===== src/rtl/wb_write_port.sv =====
// Writeback write-port controller: loads own the register file port, ALU results bypass or queue.
// Optional WB_LOAD_ALIGN_EN macro enables sub-word load extraction and sign/zero extension.
module wb_write_port #(
    parameter int unsigned FIFO_DEPTH = 2
) (
    input  logic                            clk,
    input  logic                            rst_n,
    input  logic                            alu_valid,
    output logic                            alu_ready,
    input  logic [4:0]                      alu_rd,
    input  logic [31:0]                     alu_data,
    input  logic                            ld_valid,
    input  logic [4:0]                      ld_rd,
    input  logic [31:0]                     ld_data,
    input  logic [2:0]                      ld_funct3,
    input  logic [1:0]                      ld_byte_off,
    output logic                            regfile_wr_en,
    output logic [31:0]                     wb_instruction,
    output logic [31:0]                     reg_wr_data,
    output logic [31:0]                     pending_mask,
    output logic [$clog2(FIFO_DEPTH+1)-1:0] fifo_count
);

    localparam int unsigned PtrW = (FIFO_DEPTH > 1) ? $clog2(FIFO_DEPTH) : 1;
    localparam int unsigned CntW = $clog2(FIFO_DEPTH + 1);

    logic [4:0]      fifo_rd   [FIFO_DEPTH];
    logic [31:0]     fifo_data [FIFO_DEPTH];
    logic [PtrW-1:0] rptr_q, wptr_q;
    logic [CntW-1:0] count_q;

    logic        wr_en_q, wr_en_d;
    logic [4:0]  wb_rd_q, wb_rd_d;
    logic [31:0] wr_data_q, wr_data_d;

    logic        fifo_empty, alu_acc, alu_keep, enq, deq;
    logic [31:0] ld_wdata;

    assign fifo_empty = (count_q == '0);
    assign alu_ready  = rst_n && (count_q < CntW'(FIFO_DEPTH));
    assign alu_acc    = alu_valid && alu_ready;
    // x0 results complete the handshake but are never written or queued
    assign alu_keep   = alu_acc && (alu_rd != 5'd0);
    assign deq        = !ld_valid && !fifo_empty;
    assign enq        = alu_keep && (ld_valid || !fifo_empty);

`ifdef WB_LOAD_ALIGN_EN
    logic [7:0]  ld_byte;
    logic [15:0] ld_half;

    always_comb begin
        case (ld_byte_off)
            2'd0:    ld_byte = ld_data[7:0];
            2'd1:    ld_byte = ld_data[15:8];
            2'd2:    ld_byte = ld_data[23:16];
            default: ld_byte = ld_data[31:24];
        endcase
        ld_half = ld_byte_off[1] ? ld_data[31:16] : ld_data[15:0];
        case (ld_funct3)
            3'b000:  ld_wdata = {{24{ld_byte[7]}}, ld_byte};
            3'b001:  ld_wdata = {{16{ld_half[15]}}, ld_half};
            3'b100:  ld_wdata = {24'd0, ld_byte};
            3'b101:  ld_wdata = {16'd0, ld_half};
            default: ld_wdata = ld_data;
        endcase
    end
`else
    // Alignment already done in the memory stage
    logic unused_ld_cfg;
    assign unused_ld_cfg = ^{ld_funct3, ld_byte_off};
    assign ld_wdata      = ld_data;
`endif

    always_comb begin
        wr_en_d   = 1'b0;
        wb_rd_d   = 5'd0;
        wr_data_d = 32'd0;
        if (ld_valid) begin
            if (ld_rd != 5'd0) begin
                wr_en_d   = 1'b1;
                wb_rd_d   = ld_rd;
                wr_data_d = ld_wdata;
            end
        end else if (!fifo_empty) begin
            wr_en_d   = 1'b1;
            wb_rd_d   = fifo_rd[rptr_q];
            wr_data_d = fifo_data[rptr_q];
        end else if (alu_keep) begin
            wr_en_d   = 1'b1;
            wb_rd_d   = alu_rd;
            wr_data_d = alu_data;
        end
    end

    always_ff @(posedge clk or negedge rst_n) begin
        if (!rst_n) begin
            wr_en_q   <= 1'b0;
            wb_rd_q   <= 5'd0;
            wr_data_q <= 32'd0;
            rptr_q    <= '0;
            wptr_q    <= '0;
            count_q   <= '0;
        end else begin
            wr_en_q   <= wr_en_d;
            wb_rd_q   <= wb_rd_d;
            wr_data_q <= wr_data_d;
            if (deq) rptr_q <= rptr_q + PtrW'(1);
            if (enq) wptr_q <= wptr_q + PtrW'(1);
            case ({enq, deq})
                2'b10:   count_q <= count_q + CntW'(1);
                2'b01:   count_q <= count_q - CntW'(1);
                default: count_q <= count_q;
            endcase
        end
    end

    // Payload storage needs no reset; occupancy alone defines validity
    always_ff @(posedge clk) begin
        if (enq) begin
            fifo_rd[wptr_q]   <= alu_rd;
            fifo_data[wptr_q] <= alu_data;
        end
    end

    always_comb begin
        pending_mask = 32'd0;
        if (wr_en_q) pending_mask[wb_rd_q] = 1'b1;
        for (int unsigned k = 0; k < FIFO_DEPTH; k++) begin
            if (k < 32'(count_q)) pending_mask[fifo_rd[rptr_q + PtrW'(k)]] = 1'b1;
        end
        pending_mask[0] = 1'b0;
    end

    assign regfile_wr_en  = wr_en_q;
    assign wb_instruction = {20'd0, wb_rd_q, 7'd0};
    assign reg_wr_data    = wr_data_q;
    assign fifo_count     = count_q;

endmodule


===== config.mk =====
export PLATFORM = sky130hd
export DESIGN_NAME = wb_write_port
export DESIGN_NICKNAME = d
export VERILOG_FILES = /design/src/rtl/wb_write_port.sv
export SDC_FILE = /design/constraint.sdc
export NUM_CORES = 1
export LEC_CHECK = 0
export BUFFER_PORTS_ARGS = -buffer_cell sky130_fd_sc_hd__buf_2
export CORE_ASPECT_RATIO = 1.25
export CORE_UTILIZATION = 46
export CTS_CLUSTER_SIZE = 30
export DETAILED_ROUTE_END_ITERATION = 16
export PLACE_DENSITY = 0.78
export SLEW_MARGIN = 20
export SYNTH_ARGS = -nofsm -noshare
export SYNTH_HDL_FRONTEND = slang
export SYNTH_SLANG_ARGS = --single-unit
export TNS_END_PERCENT = 5

===== constraint.sdc =====
create_clock -name clk -period 3.2 [get_ports clk]
set_clock_uncertainty 0.2 [all_clocks]
set_input_delay 0.32 -clock clk [delete_from_list [all_inputs] [get_ports clk]]
set_output_delay 0.32 -clock clk [all_outputs]
set_load 0.02 [all_outputs]

==> After elaboration in Yosys (flattened, before gate mapping) <==
Memory sizes are Yosys's and may differ from the RTL's.
Cells that the tools add are included.
{ "op_classes": {"muxes": 24, "n_reduce_logical": 15, "order_cmp": 9, "n_eq_ne": 2, "bitwise": 2, "n_addsub": 4} }
{ "ops": {"columns": ["operator", "n"], "rows": [
  ["32-bit 2-to-1 mux", 7],
  ["32-bit OR", 2],
  ["5-bit 2-to-1 mux", 4],
  ["5-bit by 6-bit less-than comparator with 1-bit output (second input constant)", 3],
  ["1-bit demux with 5-bit select", 3],
  ["5-bit by 1-bit greater-or-equal comparator with 1-bit output (second input constant)", 3],
  ["5-bit nonzero test", 2],
  ["1-bit 2-to-1 mux", 9],
  ["1-bit logical AND", 8],
  ["1-bit by 2-bit less-than comparator with 1-bit output (first input constant)", 2],
  ["2-bit one-hot mux with 2 select lines", 1],
  ["1-bit adder (second input constant)", 2],
  ["2-bit by 1-bit adder with 2-bit output (second input constant)", 1],
  ["2-bit by 1-bit == test with 1-bit output (second input constant)", 1],
  ["2-bit == test (second input constant)", 1],
  ["1-bit zero test", 2],
  ["2-bit zero test", 1],
  ["2-bit less-than comparator (second input constant)", 1],
  ["2-bit nonzero test", 1],
  ["2-bit by 1-bit subtractor with 2-bit output (second input constant)", 1],
  ["1-bit logical OR", 1]
]} }
{ "word_totals": {"n_memories": 2, "ramBits": 74, "inputBits": 83, "register_bits": 42, "elab_cells": 64} }
{ "memory_table": {"columns": ["memory", "words", "width", "rd", "rd_clocked_by_memory_dff", "write_ports", "line", "source"], "rows": [
  ["fifo_data", 2, 32, 1, 0, 1, "28", "logic [31:0] fifo_data [FIFO_DEPTH];"],
  ["fifo_rd", 2, 5, 2, 0, 1, "27", "logic [4:0] fifo_rd [FIFO_DEPTH];"]
]} }

==> Longest topological paths before layout <==
Gate-level depths: netlist (run 1).
{ "logic_depth": {"ltp_word": 9, "depth_mapped": 8} }

==> Least setup slack after synthesis (run 1) <==
Ideal clock, no wire load.
{ "synth_timing": {"path_type": "flip-flop to flip-flop", "start": "reg count_q[1] (netlist: fifo_count[1])", "end": "mem fifo_data[0][0], enable pin", "n_path_buf": 0, "t_arrival_ns": 2.778, "path_stages_with_launch": 5, "synth_period_minus_slack_ns": 3.409, "path_slack_ns": -0.209, "required_time_ns": 2.569, "cell_sequence": "dfrtp_1 -> inv_1 -> ha_1 -> a221o_1 -> nor2_1"} }
{ "synth_between": {"elab_chain_len": 7, "elab_cells_between_ends": 10, "cone_classes": "order compare: 1; mux: 2; reduce/logical: 7"} }
{ "synth_lines": {"columns": ["item", "line", "source"], "rows": [
  ["start: declaration", "30", "logic [CntW-1:0] count_q;"],
  ["start signal: assignment", "110", "2'b10: count_q <= count_q + CntW'(1);"],
  ["start signal: assignment", "111", "2'b01: count_q <= count_q - CntW'(1);"],
  ["start signal: assignment", "112", "default: count_q <= count_q;"],
  ["2-bit less-than comparator", "40", "assign alu_ready = rst_n && (count_q < CntW'(FIFO_DEPTH));"],
  ["1-bit logical AND", "40", null],
  ["1-bit logical AND", "41", "assign alu_acc = alu_valid && alu_ready;"],
  ["1-bit logical AND", "43", "assign alu_keep = alu_acc && (alu_rd != 5'd0);"],
  ["1-bit logical AND *", "45", "assign enq = alu_keep && (ld_valid || !fifo_empty);"],
  ["1-bit 2-to-1 mux *", "119", "if (enq) begin"],
  ["1-bit 2-to-1 mux (not written as such) *", "121", "fifo_data[wptr_q] <= alu_data;"],
  ["end: declaration", "28", null]
]} }
Mark *: on every way between the ends. The rest lies on a longest branch, timed or not.

==> Worst setup path in the final report (run 1) <==
{ "layout_timing": {"start": "reg rptr_q", "end": "out pending_mask[2]"} }
{ "layout_between": {"elab_chain_len": 9, "elab_cells_between_ends": 16, "cone_classes": "add/sub: 1; order compare: 4; mux: 6; bitwise: 2; reduce/logical: 2; memory: 1"} }
{ "layout_lines": {"columns": ["item", "line", "source"], "rows": [
  ["start: declaration", "29", "logic [PtrW-1:0] rptr_q, wptr_q;"],
  ["start signal: assignment", "107", "if (deq) rptr_q <= rptr_q + PtrW'(1);"],
  ["memory 2 x 5 bit *", null, null],
  ["5-bit by 6-bit less-than comparator with 1-bit output (not written as such) or 5-bit by 1-bit greater-or-equal comparator with 1-bit output (tied branches)", "129", "if (k < 32'(count_q)) pending_mask[fifo_rd[rptr_q + PtrW'(k)]] = 1'b1;"],
  ["1-bit logical AND (not written as such)", "129", null],
  ["1-bit 2-to-1 mux (not written as such)", "129", null],
  ["1-bit demux with 5-bit select", "129", null],
  ["32-bit OR (no source line)", null, null],
  ["32-bit 2-to-1 mux", "129", null],
  ["32-bit OR (no source line)", null, null],
  ["32-bit 2-to-1 mux *", "129", null],
  ["end: declaration", "20", "output logic [31:0] pending_mask,"]
]} }
Marks and branches as above.

==> results of run 1 <==
-- routing by layer --
metal / vias up / track usage, % / share of wire [%]
met3: 31 / 5.948 / 7.3
met4: 0 / 10.49 / 2.0
met2: 283 / 47.87 / 53
met5: - / 0 / 0
li1: 2051 / - / -
met1: 2246 / 32.54 / 38
-- cell usage in the layout (no fill, tap or decap), drive strengths merged, types with 9 or more instances in the layout --
cell type and instances:
o21ai 9, nand3 12, o221ai 32, edfxtp 74
mux2i 40, dfrtp 42, conb 28, a221o 37
nand2 33, clkbuf 20, nor2 38, dlygate4sd3 75
buf 157
-- registers in the layout, summed over array words and instances (netlist names) --
name           flops
wptr_q             1
fifo_count         2
rptr_q             1
reg_wr_data       32
fifo_rd           10
wb_rd_q            5
fifo_data         64
regfile_wr_en      1
-- timing repair --
action                                 4_1_cts  5_1_grt
setup endpoints to repair                    0        1
setup buffers                                0        0
endpoints found under the hold margin      153        0
hold buffers                                75        0
gates resized for setup                      0        1
-- cells by family (layout without fill, tap and decap cells) --
family | after synthesis | count (layout) | share of synthesized area (%)
adders and majority gates | 3 | 3 | 0.6796
xor gates and xnor gates | 4 | 4 | 0.6341
muxes | 47 | 47 | 8.675
buffers and inverters | 53 | 268 | 6.954
other | 1 | 28 | 0.06789
DFF | 116 | 116 | 59.25
AOI/OAI and AO/OA | 83 | 83 | 13.59
and+or+nand+nor | 115 | 115 | 10.15
-- layout make-up --
type,instances,area (µm²),area share [%]
sequential,116,3277,42.88
clock inverter,12,136.4,1.785
timing repair buffer,232,1582,20.69
tap,161,201.4,2.636
inverter,4,15.01,0.1965
multi-input combinational,280,1984,25.97
clock buffer,20,446.7,5.845
-- Yosys cell counts, drive strengths merged, types with 2 or more instances --
master / n
edfxtp: 74
buf: 44
dfrtp: 42
mux2i: 40
nor2: 38
a221o: 37
nand2: 33
o221ai: 32
nand3: 12
o21ai: 9
and3b: 8
mux2: 7
nor3b: 7
and3: 4
inv: 4
xnor2: 4
clkbuf: 3
ha: 3
nand3b: 3
nor3: 3
dlygate4sd1: 2
nor2b: 2
o21a: 2
or3: 2
-- through the flow --
stage / hold WS (ns) / utilization [%] / power [mW] / instances
2_1_floorplan: -0.1756 / - / 3.398 / 449
3_3_place_gp: 0.2890 / 54.03 / 3.940 / 718
3_5_place_dp: 0.2949 / 54.03 / 3.973 / 718
4_1_cts: 0.07447 / 65.46 / 5.908 / 825
5_1_grt: 0.1060 / 65.48 / 6.197 / 825
6_report: 0.08751 / 65.48 / 5.947 / 825
-- report_power, final --
part / internal (mW) / switching, mW
clock: 1.23 / 0.643
sequential: 1.87 / 0.201
combinational: 0.767 / 1.24
total: 3.87 / 2.08
-- path summary, 6_finish.rpt --
kind,startpoint,endpoint
setup / recovery,rptr_q,pending_mask[2]
hold / removal,ld_valid,wb_rd_q[2]
setup reg to reg,fifo_count[1],wb_rd_q[0]
hold reg to reg,wptr_q,wptr_q
max in group asynchronous,rst_n,rptr_q
min in group asynchronous,rst_n,reg_wr_data[13]
==> impl_metrics.csv, run 1 <==
group,metric,value,unit
logic_synthesis,ys_async_sr_fraction,36.21,%
global_route,antenna_found_initial,0,
finish,areaGrowthSynthToFinish,38.35,%
detailed_routing,vias,4611,
clock_tree,cts_tree,"done",
global_route,track_usage,27.35,%
detailed_routing,drtAntennaViolNets,0,
outcome,status,"finished clean",
timing,maxSlewHeadroom,48.02,%
finish,num_antenna_cells,0,
logic_synthesis,synth_top_area_share,40.23,%
floorplanning,die_w,100.0,µm
timing,fin_crit_sh,92.88,%
floorplanning,die_h,124.5,µm
logic_synthesis,yosysTopAreaCell,"edfxtp_1",
detailed_routing,drtIter0Drc,290,
logic_synthesis,synth_edf_count,74,
floorplanning,num_io_pins,183,
global_route,grt_pass1_wl,25500,µm
worst_setup_path,reg2reg_depth,6,
finish,postLayoutCellArea,7642,µm²
timing,hold_violations,0,
floorplanning,dieArea,12450,µm²
global_route,grt_max_degree,44,
floorplanning,rows,44,
floorplanning,core,11670,µm²
timing,tns,0,ns
placed_design,dpl.hpwl,10120,µm
worst_setup_path,required,2.68,ns
logic_synthesis,yosys_warnings,0,
global_route,grt_pass1_vias,4724,
clock_tree,clk_pin_slew,0.05,ns
timing,finalSetupViolations,0,
timing,rsz0062_at_grt,"false",
placed_design,place_ws,0.6426,ns
finish,nets,737,
finish,fillers,870,
worst_setup_path,r2r_slack,0.75,ns
clock_tree,cts_num_sinks,116,
logic_synthesis,ys_seq_area_share,59.25,%
clock_tree,cts_buffer_depth,2,
timing,worst_pin_slew,0.7716,ns
logic_synthesis,synth_flop_cell,"edfxtp_1",
logic_synthesis,synth.distinct_cells,38,
worst_setup_path,path_cells,"mux2i_1, nand3b_1, o221ai_1, buf_2",
pwr,p_per_area,778.2,nW/µm²
detailed_routing,first_pass_iters,5,
placed_design,routabilityCongestion,0.8929,
logic_synthesis,synth.avg_cell_area,13.09,µm²
worst_setup_path,cp_slowest_cell,"dfrtp_4",
worst_hold_path,min_path_type,"in2reg",
detailed_routing,vias_per_cell,5.589,
pwr,ir_worst_vdd,535.2,µV
worst_setup_path,startpoint_type,"flop",
placed_design,place_area,6306,µm²
clock_tree,clk-insertion-delay-late,0.41,ns
worst_setup_path,path_delay_family,"flip-flops",
worst_setup_path,timing.critical_path.buf_inv,1,
floorplanning,start_util,47.33,%
worst_setup_path,slowest_delay,0.61,ns
logic_synthesis,ys_seq_elements,116,
timing,setup_ws,0.2278,ns
timing,maxSlewViolCount,0,
logic_synthesis,syn_area,5524,µm²
worst_setup_path,cp.depth,4,
worst_setup_path,worst_ep_arrival_time,2.45,ns
detailed_routing,avgRoutedWirePerCell,20.06,µm
global_route,grt-ovfl-total,0,
finish,drive_above_1_share,30.12,%
timing,period_minus_slack,2.972,ns
worst_hold_path,hold_depth,2,
clock_tree,cts_max_level,4,
worst_setup_path,crit_path_end_kind,"primary output",
worst_setup_path,path_max_fanout,25,
pwr,p_leak,3.298,nW
logic_synthesis,yosys-top-cells-area,"edfxtp_1 (40%), dfrtp_1 (19%), mux2i_1 (7.2%)",
detailed_routing,drc,0,
placed_design,portBuffers,149,
clock_tree,root_buffer,"clkbuf_16",
worst_setup_path,crit_type,"reg2out",
clock_tree,numCtsBuffers,17,
logic_synthesis,postSynthCellCount,422,
job,drv_cap,0,
detailed_routing,drt_wl_total,16550,µm
timing,fmax,336.5,MHz
(Power assumes the default switching activity.)
==> run 2, diff against run 1 <==
--- a/config.mk
+++ b/config.mk
@@ -5,9 +5,10 @@
 export SDC_FILE = /design/constraint.sdc
 export NUM_CORES = 1
 export LEC_CHECK = 0
+export ABC_AREA = 1
 export BUFFER_PORTS_ARGS = -buffer_cell sky130_fd_sc_hd__buf_2
 export CORE_ASPECT_RATIO = 1.25
-export CORE_UTILIZATION = 46
+export CORE_UTILIZATION = 47
 export CTS_CLUSTER_SIZE = 30
 export DETAILED_ROUTE_END_ITERATION = 16
 export PLACE_DENSITY = 0.78
==> run 2 against run 1 <==
Die area increased by 5.1%. Final cell count up 28%. Synthesized cell count grew 55%. Cell area up 5.2%. Register-to-register slack better by 0.39 ns. Synthesized area grew 7.5%. Count of clock-buffer cells in the layout increased by 5. Hold slack lost 0.075 ns. Non-clock buffer count is 3 higher. Largest power group is now combinational cells. Highest routed layer unchanged.
==> impl_metrics.csv, run 2 <==
group,metric,value,unit
logic_synthesis,ys_seq_elements,116,
clock_tree,cts.repair.resized,0,
timing,period_minus_slack,2.827,ns
worst_setup_path,cpMostUsedCell,"nand2_1",
clock_tree,numCtsBuffers,17,
clock_tree,cts_setup_buffers,0,
floorplanning,die_h,127.7,µm
timing,hold_violations,0,
floorplanning,num_io_pins,183,
clock_tree,clk_pin_slew,0.05,ns
timing,worst_pin_slew,0.7748,ns
finish,layout_commonest_cell,"buf_2",
timing,maxSlewHeadroom,47.95,%
worst_setup_path,required,2.68,ns
clock_tree,cts_tree,"done",
global_route,grt_pass1_wl,28090,µm
detailed_routing,avgRoutedWirePerCell,16.89,µm
floorplanning,start_util,48.59,%
worst_setup_path,crit_type,"reg2out",
clock_tree,cts_num_sinks,116,
timing,maxSlewViolCount,0,
detailed_routing,vias,5638,
finish,final_cell_mix,"buf_2 (149), nand2_1 (142), nand3_1 (100), edfxtp_1 (74), dlygate4sd3_1 (74)",
logic_synthesis,yosys-top-cells-area,"edfxtp_1 (37%), dfrtp_1 (18%), nand2_1 (9.0%)",
worst_setup_path,slowest_delay,0.54,ns
logic_synthesis,yosys_warnings,0,
finish,regMostFlops,"fifo_data",
placed_design,place_area,6715,µm²
outcome,status,"finished clean",
clock_tree,cts_buffer_depth,2,
finish,largest_reg_flops,64,
placed_design,routabilityCongestion,0.9472,
detailed_routing,drc,0,
worst_setup_path,worst_ep_arrival_time,2.31,ns
placed_design,dp.cells,947,
worst_hold_path,min_path_type,"in2reg",
timing,fin_crit_sh,88.36,%
finish,areaGrowthSynthToFinish,35.43,%
logic_synthesis,synth_edf_count,74,
worst_setup_path,path_max_fanout,46,
logic_synthesis,yosysTopAreaCell,"edfxtp_1",
logic_synthesis,synth_top_area_share,37.43,%
logic_synthesis,synth.avg_cell_area,9.106,µm²
placed_design,dpl.hpwl,10290,µm
worst_setup_path,crit_path_end_kind,"primary output",
pwr,ir_worst_vdd,631.5,µV
detailed_routing,vias_per_cell,5.349,
timing,holdWs,0.01256,ns
timing,finalSetupViolations,0,
logic_synthesis,syn_area,5937,µm²
placed_design,portBuffers,149,
floorplanning,rows,45,
logic_synthesis,ys_seq_area_share,55.13,%
global_route,grt-ovfl-total,0,
global_route,grt_max_degree,47,
logic_synthesis,postSynthCellCount,652,
finish,drive_above_1_share,26.80,%
logic_synthesis,synth.most_common_cell,"nand2_1",
finish,fillers,955,
worst_setup_path,cp_slowest_cell,"dfrtp_2",
worst_setup_path,path_cells,"inv_6, nand2_1, nand2_1, nand2_1, nor2_2, nand2_1, nand3_1, buf_2",
clock_tree,hold_buffers,74,
detailed_routing,drtIter0Drc,421,
global_route,track_usage,28.79,%
floorplanning,die_w,102.5,µm
clock_tree,root_buffer,"clkbuf_16",
timing,rsz0062_at_grt,"false",
worst_setup_path,startpoint_type,"flop",
detailed_routing,drt_wl_total,17800,µm
floorplanning,core,12220,µm²
timing,fmax,353.7,MHz
finish,fin_cells,1054,
logic_synthesis,synth.distinct_cells,30,
timing,setup_ws,0.3725,ns
placed_design,place_ws,0.8096,ns
detailed_routing,drtAntennaViolNets,0,
floorplanning,dieArea,13090,µm²
pwr,p_per_area,776.6,nW/µm²
finish,postLayoutCellArea,8040,µm²
detailed_routing,first_pass_iters,7,
finish,nets,962,
global_route,antenna_found_initial,2,
clock_tree,cts_max_level,4,
finish,final_util,65.81,%
logic_synthesis,ys_async_sr_fraction,36.21,%
pwr,p_leak,3.629,nW
logic_synthesis,synth_commonest_cells,"nand2_1 (142), nand3_1 (100), edfxtp_1 (74)",
clock_tree,clk-insertion-delay-late,0.41,ns
pwr,p_total,6.244,mW
timing,tns,0,ns
global_route,grt_pass1_vias,5528,
job,drv_cap,0,
logic_synthesis,synth_flop_cell,"edfxtp_1",
-- run 2: logic make-up after synthesis --
family | Yosys count | synth area share, %
xor gates and xnor gates | 3 | 0.4427
DFF | 116 | 55.13
buffers and inverters | 85 | 8.135
and+or+nand+nor | 398 | 30.96
AOI/OAI and AO/OA | 46 | 4.636
other | 1 | 0.06316
adders and majority gates | 3 | 0.6323
-- run 2: critical path: cells and delay by family, from the launching register on --
| kind | cells | cell delay [ns] |
|---|---|---|
| flops | 1 | 0.54 |
| simple gates | 6 | 0.85 |
| buf+inv | 2 | 0.49 |
-- run 2: path summary, 6_finish.rpt --
check | from | endpoint | slack, ns | cells past startpoint
max in group asynchronous | rst_n | rptr_q | 1.91 | 3
worst min-delay path | ld_data[24] | reg_wr_data[24] | 0.01 | 3
worst min register to register | fifo_data[1][24] | reg_wr_data[24] | 0.27 | 2
worst max-delay path | rptr_q | pending_mask[27] | 0.37 | 8
worst max register to register | fifo_count[0] | fifo_data[1][31] | 1.14 | 8
min in group asynchronous | rst_n | reg_wr_data[24] | 0.46 | 3
-- run 2: report_power, final --
part | switching, mW | internal, mW | total (mW)
combinational | 1.64 | 0.700 | 2.34
sequential | 0.148 | 1.88 | 2.03
clock | 0.621 | 1.26 | 1.88
total | 2.41 | 3.84 | 6.24
-- run 2: per-layer routing --
metal  part of all wire [%]  track usage [%]  vias to the layer above
li1                       -                -                     2625
met1                     37            33.20                     2622
met2                     52            50.16                      340
met3                    8.0            6.816                       51
met4                    2.9            12.69                        0
met5                      0                0                        -
-- run 2: layout make-up --
type                    instances  area [µm²]  share of cell area, %
well taps                     164       205.2                  2.552
clock buffers                  25       475.5                  5.913
repair buffers                235        1577                  19.61
flip-flops and latches        116        3274                  40.73
clock inverters                 6       103.9                  1.292
diodes                          2       5.005                0.06225
inverters                      28       110.1                  1.369
multi-input cells             478        2290                  28.48
==> run 3, diff against run 2 <==
==> constraint.sdc (replaced) <==
create_clock -name clk -period 3.2 [get_ports clk]
set_clock_uncertainty 0.2 [all_clocks]
set_input_delay 0.16 -clock clk [delete_from_list [all_inputs] [get_ports clk]]
set_output_delay 0.16 -clock clk [all_outputs]
set_load 0.02 [all_outputs]
==> run 3 against run 2 <==
First-iteration DRC count fell by 20%. Wire length shrank 0.35%. Via count shrank 0.30%. Flip-flop and latch count unchanged. Die area stayed put. Critical path depth did not move. Sequential share of layout area increased by 0.057 points. Count of clock-buffer cells in the layout rose by 1. Utilization shrank 0.092 points. Final cell count barely moved. Clock power decreased by 8%.
==> impl_metrics.csv, run 3 (same netlist as run 2, synthesis figures left out) <==
group,metric,value,unit
outcome,status,"finished clean",
detailed_routing,vias,5621,
timing,fmax,376.3,MHz
job,drv_cap,0,
finish,areaGrowthSynthToFinish,35.24,%
detailed_routing,vias_per_cell,5.328,
detailed_routing,drt_wl_total,17740,µm
clock_tree,clk_pin_slew,0.05,ns
pwr,p_leak,3.618,nW
timing,period_minus_slack,2.657,ns
pwr,p_total,6.109,mW
clock_tree,cts_tree,"done",
placed_design,dpl.hpwl,10230,µm
detailed_routing,avgRoutedWirePerCell,16.82,µm
timing,maxSlewHeadroom,45.05,%
worst_hold_path,min_path_type,"in2reg",
placed_design,portBuffers,149,
timing,finalSetupViolations,0,
global_route,grt_pass1_vias,5440,
global_route,antenna_found_initial,0,
detailed_routing,drtAntennaViolNets,0,
floorplanning,num_io_pins,183,
clock_tree,cts_buffer_depth,2,
timing,worst_pin_slew,0.8180,ns
floorplanning,die_h,127.7,µm
clock_tree,cts_max_level,4,
timing,fin_crit_sh,83.04,%
finish,nets,963,
clock_tree,cts_setup_buffers,0,
pwr,ir_worst_vdd,474.3,µV
placed_design,routabilityCongestion,0.9474,
pwr,p_per_area,760.9,nW/µm²
clock_tree,root_buffer,"clkbuf_16",
finish,layout_commonest_cell,"buf_2",
finish,fin_cells,1055,
worst_setup_path,crit_path_end_kind,"primary output",
floorplanning,start_util,48.59,%
floorplanning,die_w,102.5,µm
detailed_routing,drc,0,
floorplanning,rows,45,
floorplanning,dieArea,13090,µm²
finish,drive_above_1_share,26.74,%
timing,hold_violations,0,
finish,regArea,3274,µm²
worst_setup_path,crit_type,"reg2out",
worst_setup_path,required,2.84,ns
timing,rsz0062_at_grt,"false",
detailed_routing,first_pass_iters,5,
global_route,grt_pass1_wl,27790,µm
clock_tree,numCtsBuffers,17,
placed_design,dp.cells,946,
finish,multi_input_area,2290,µm²
clock_tree,clk-insertion-delay-late,0.39,ns
floorplanning,core,12220,µm²
timing,tns,0,ns
finish,regMostFlops,"fifo_data",
worst_setup_path,startpoint_type,"flop",
detailed_routing,drtIter0Drc,336,
global_route,track_usage,28.15,%
clock_tree,cts_num_sinks,116,
finish,fillers,955,
clock_tree,cts.repair.resized,0,
finish,largest_reg_flops,64,
finish,final_cell_mix,"buf_2 (149), nand2_1 (142), nand3_1 (100), dlygate4sd3_1 (76), edfxtp_1 (74)",
worst_setup_path,path_max_fanout,46,
timing,maxSlewViolCount,0,
worst_setup_path,worst_ep_arrival_time,2.30,ns
clock_tree,hold_buffers,76,
global_route,grt_max_degree,47,
global_route,grt-ovfl-total,0,
-- run 3: worst paths after layout --
| kind | start | endpoint | slack [ns] | cells after the start |
|---|---|---|---|---|
| min | ld_valid | reg_wr_data[18] | 0.12 | 3 |
| max | rptr_q | pending_mask[25] | 0.54 | 8 |
| max reg2reg | fifo_count[0] | fifo_data[1][27] | 0.83 | 8 |
| min in group asynchronous | rst_n | reg_wr_data[8] | 0.33 | 3 |
| min reg2reg | fifo_data[1][29] | reg_wr_data[29] | 0.27 | 2 |
| max in group asynchronous | rst_n | rptr_q | 2.03 | 3 |
-- run 3: metal layers --
metal / global-route usage [%] / share of wire [%] / up-vias
met2: 50.75 / 53 / 351
met3: 5.234 / 7.4 / 44
li1: - / - / 2623
met1: 32.13 / 37 / 2603
met5: 0 / 0 / -
met4: 11.68 / 2.7 / 0
-- run 3: critical path, stage by stage, from the launching register on --
cell,delay (ns)
dfrtp_2,0.54
inv_6,0.33
nand2_1,0.12
nand2_1,0.10
nand2_1,0.10
nor2_2,0.36
nand2_1,0.11
nand3_1,0.09
buf_2,0.16
-- run 3: area by class of cell --
type / instances / share of cell area (%)
repair buffers: 236 / 19.95
well taps: 164 / 2.556
clock buffers: 26 / 6.093
multi-input cells: 478 / 28.52
flip-flops and latches: 116 / 40.78
inverters: 28 / 1.371
diodes: 1 / 0.03117
clock inverters: 6 / 0.7013
-- run 3: power breakdown --
part	total [mW]	switching (mW)	internal, mW
logic	2.35	1.64	0.704
clock network	1.73	0.611	1.12
registers	2.03	0.147	1.88
-- run 3: metrics by stage --
| step | setup WS [ns] | hold WS, ns | utilization, % | cell area [µm²] |
|---|---|---|---|---|
| after global placement | 0.8552 | 0.1657 | 55.00 | 6720 |
| after floorplan | 0.4761 | -0.3356 | - | 6041 |
| after detailed placement | 0.8409 | 0.1658 | 55.00 | 6720 |
| final | 0.5427 | 0.1182 | 65.71 | 8029 |
| after global routing | 0.4042 | 0.1350 | 65.69 | 8026 |
| after CTS | 0.5271 | 0.08656 | 65.69 | 8026 |
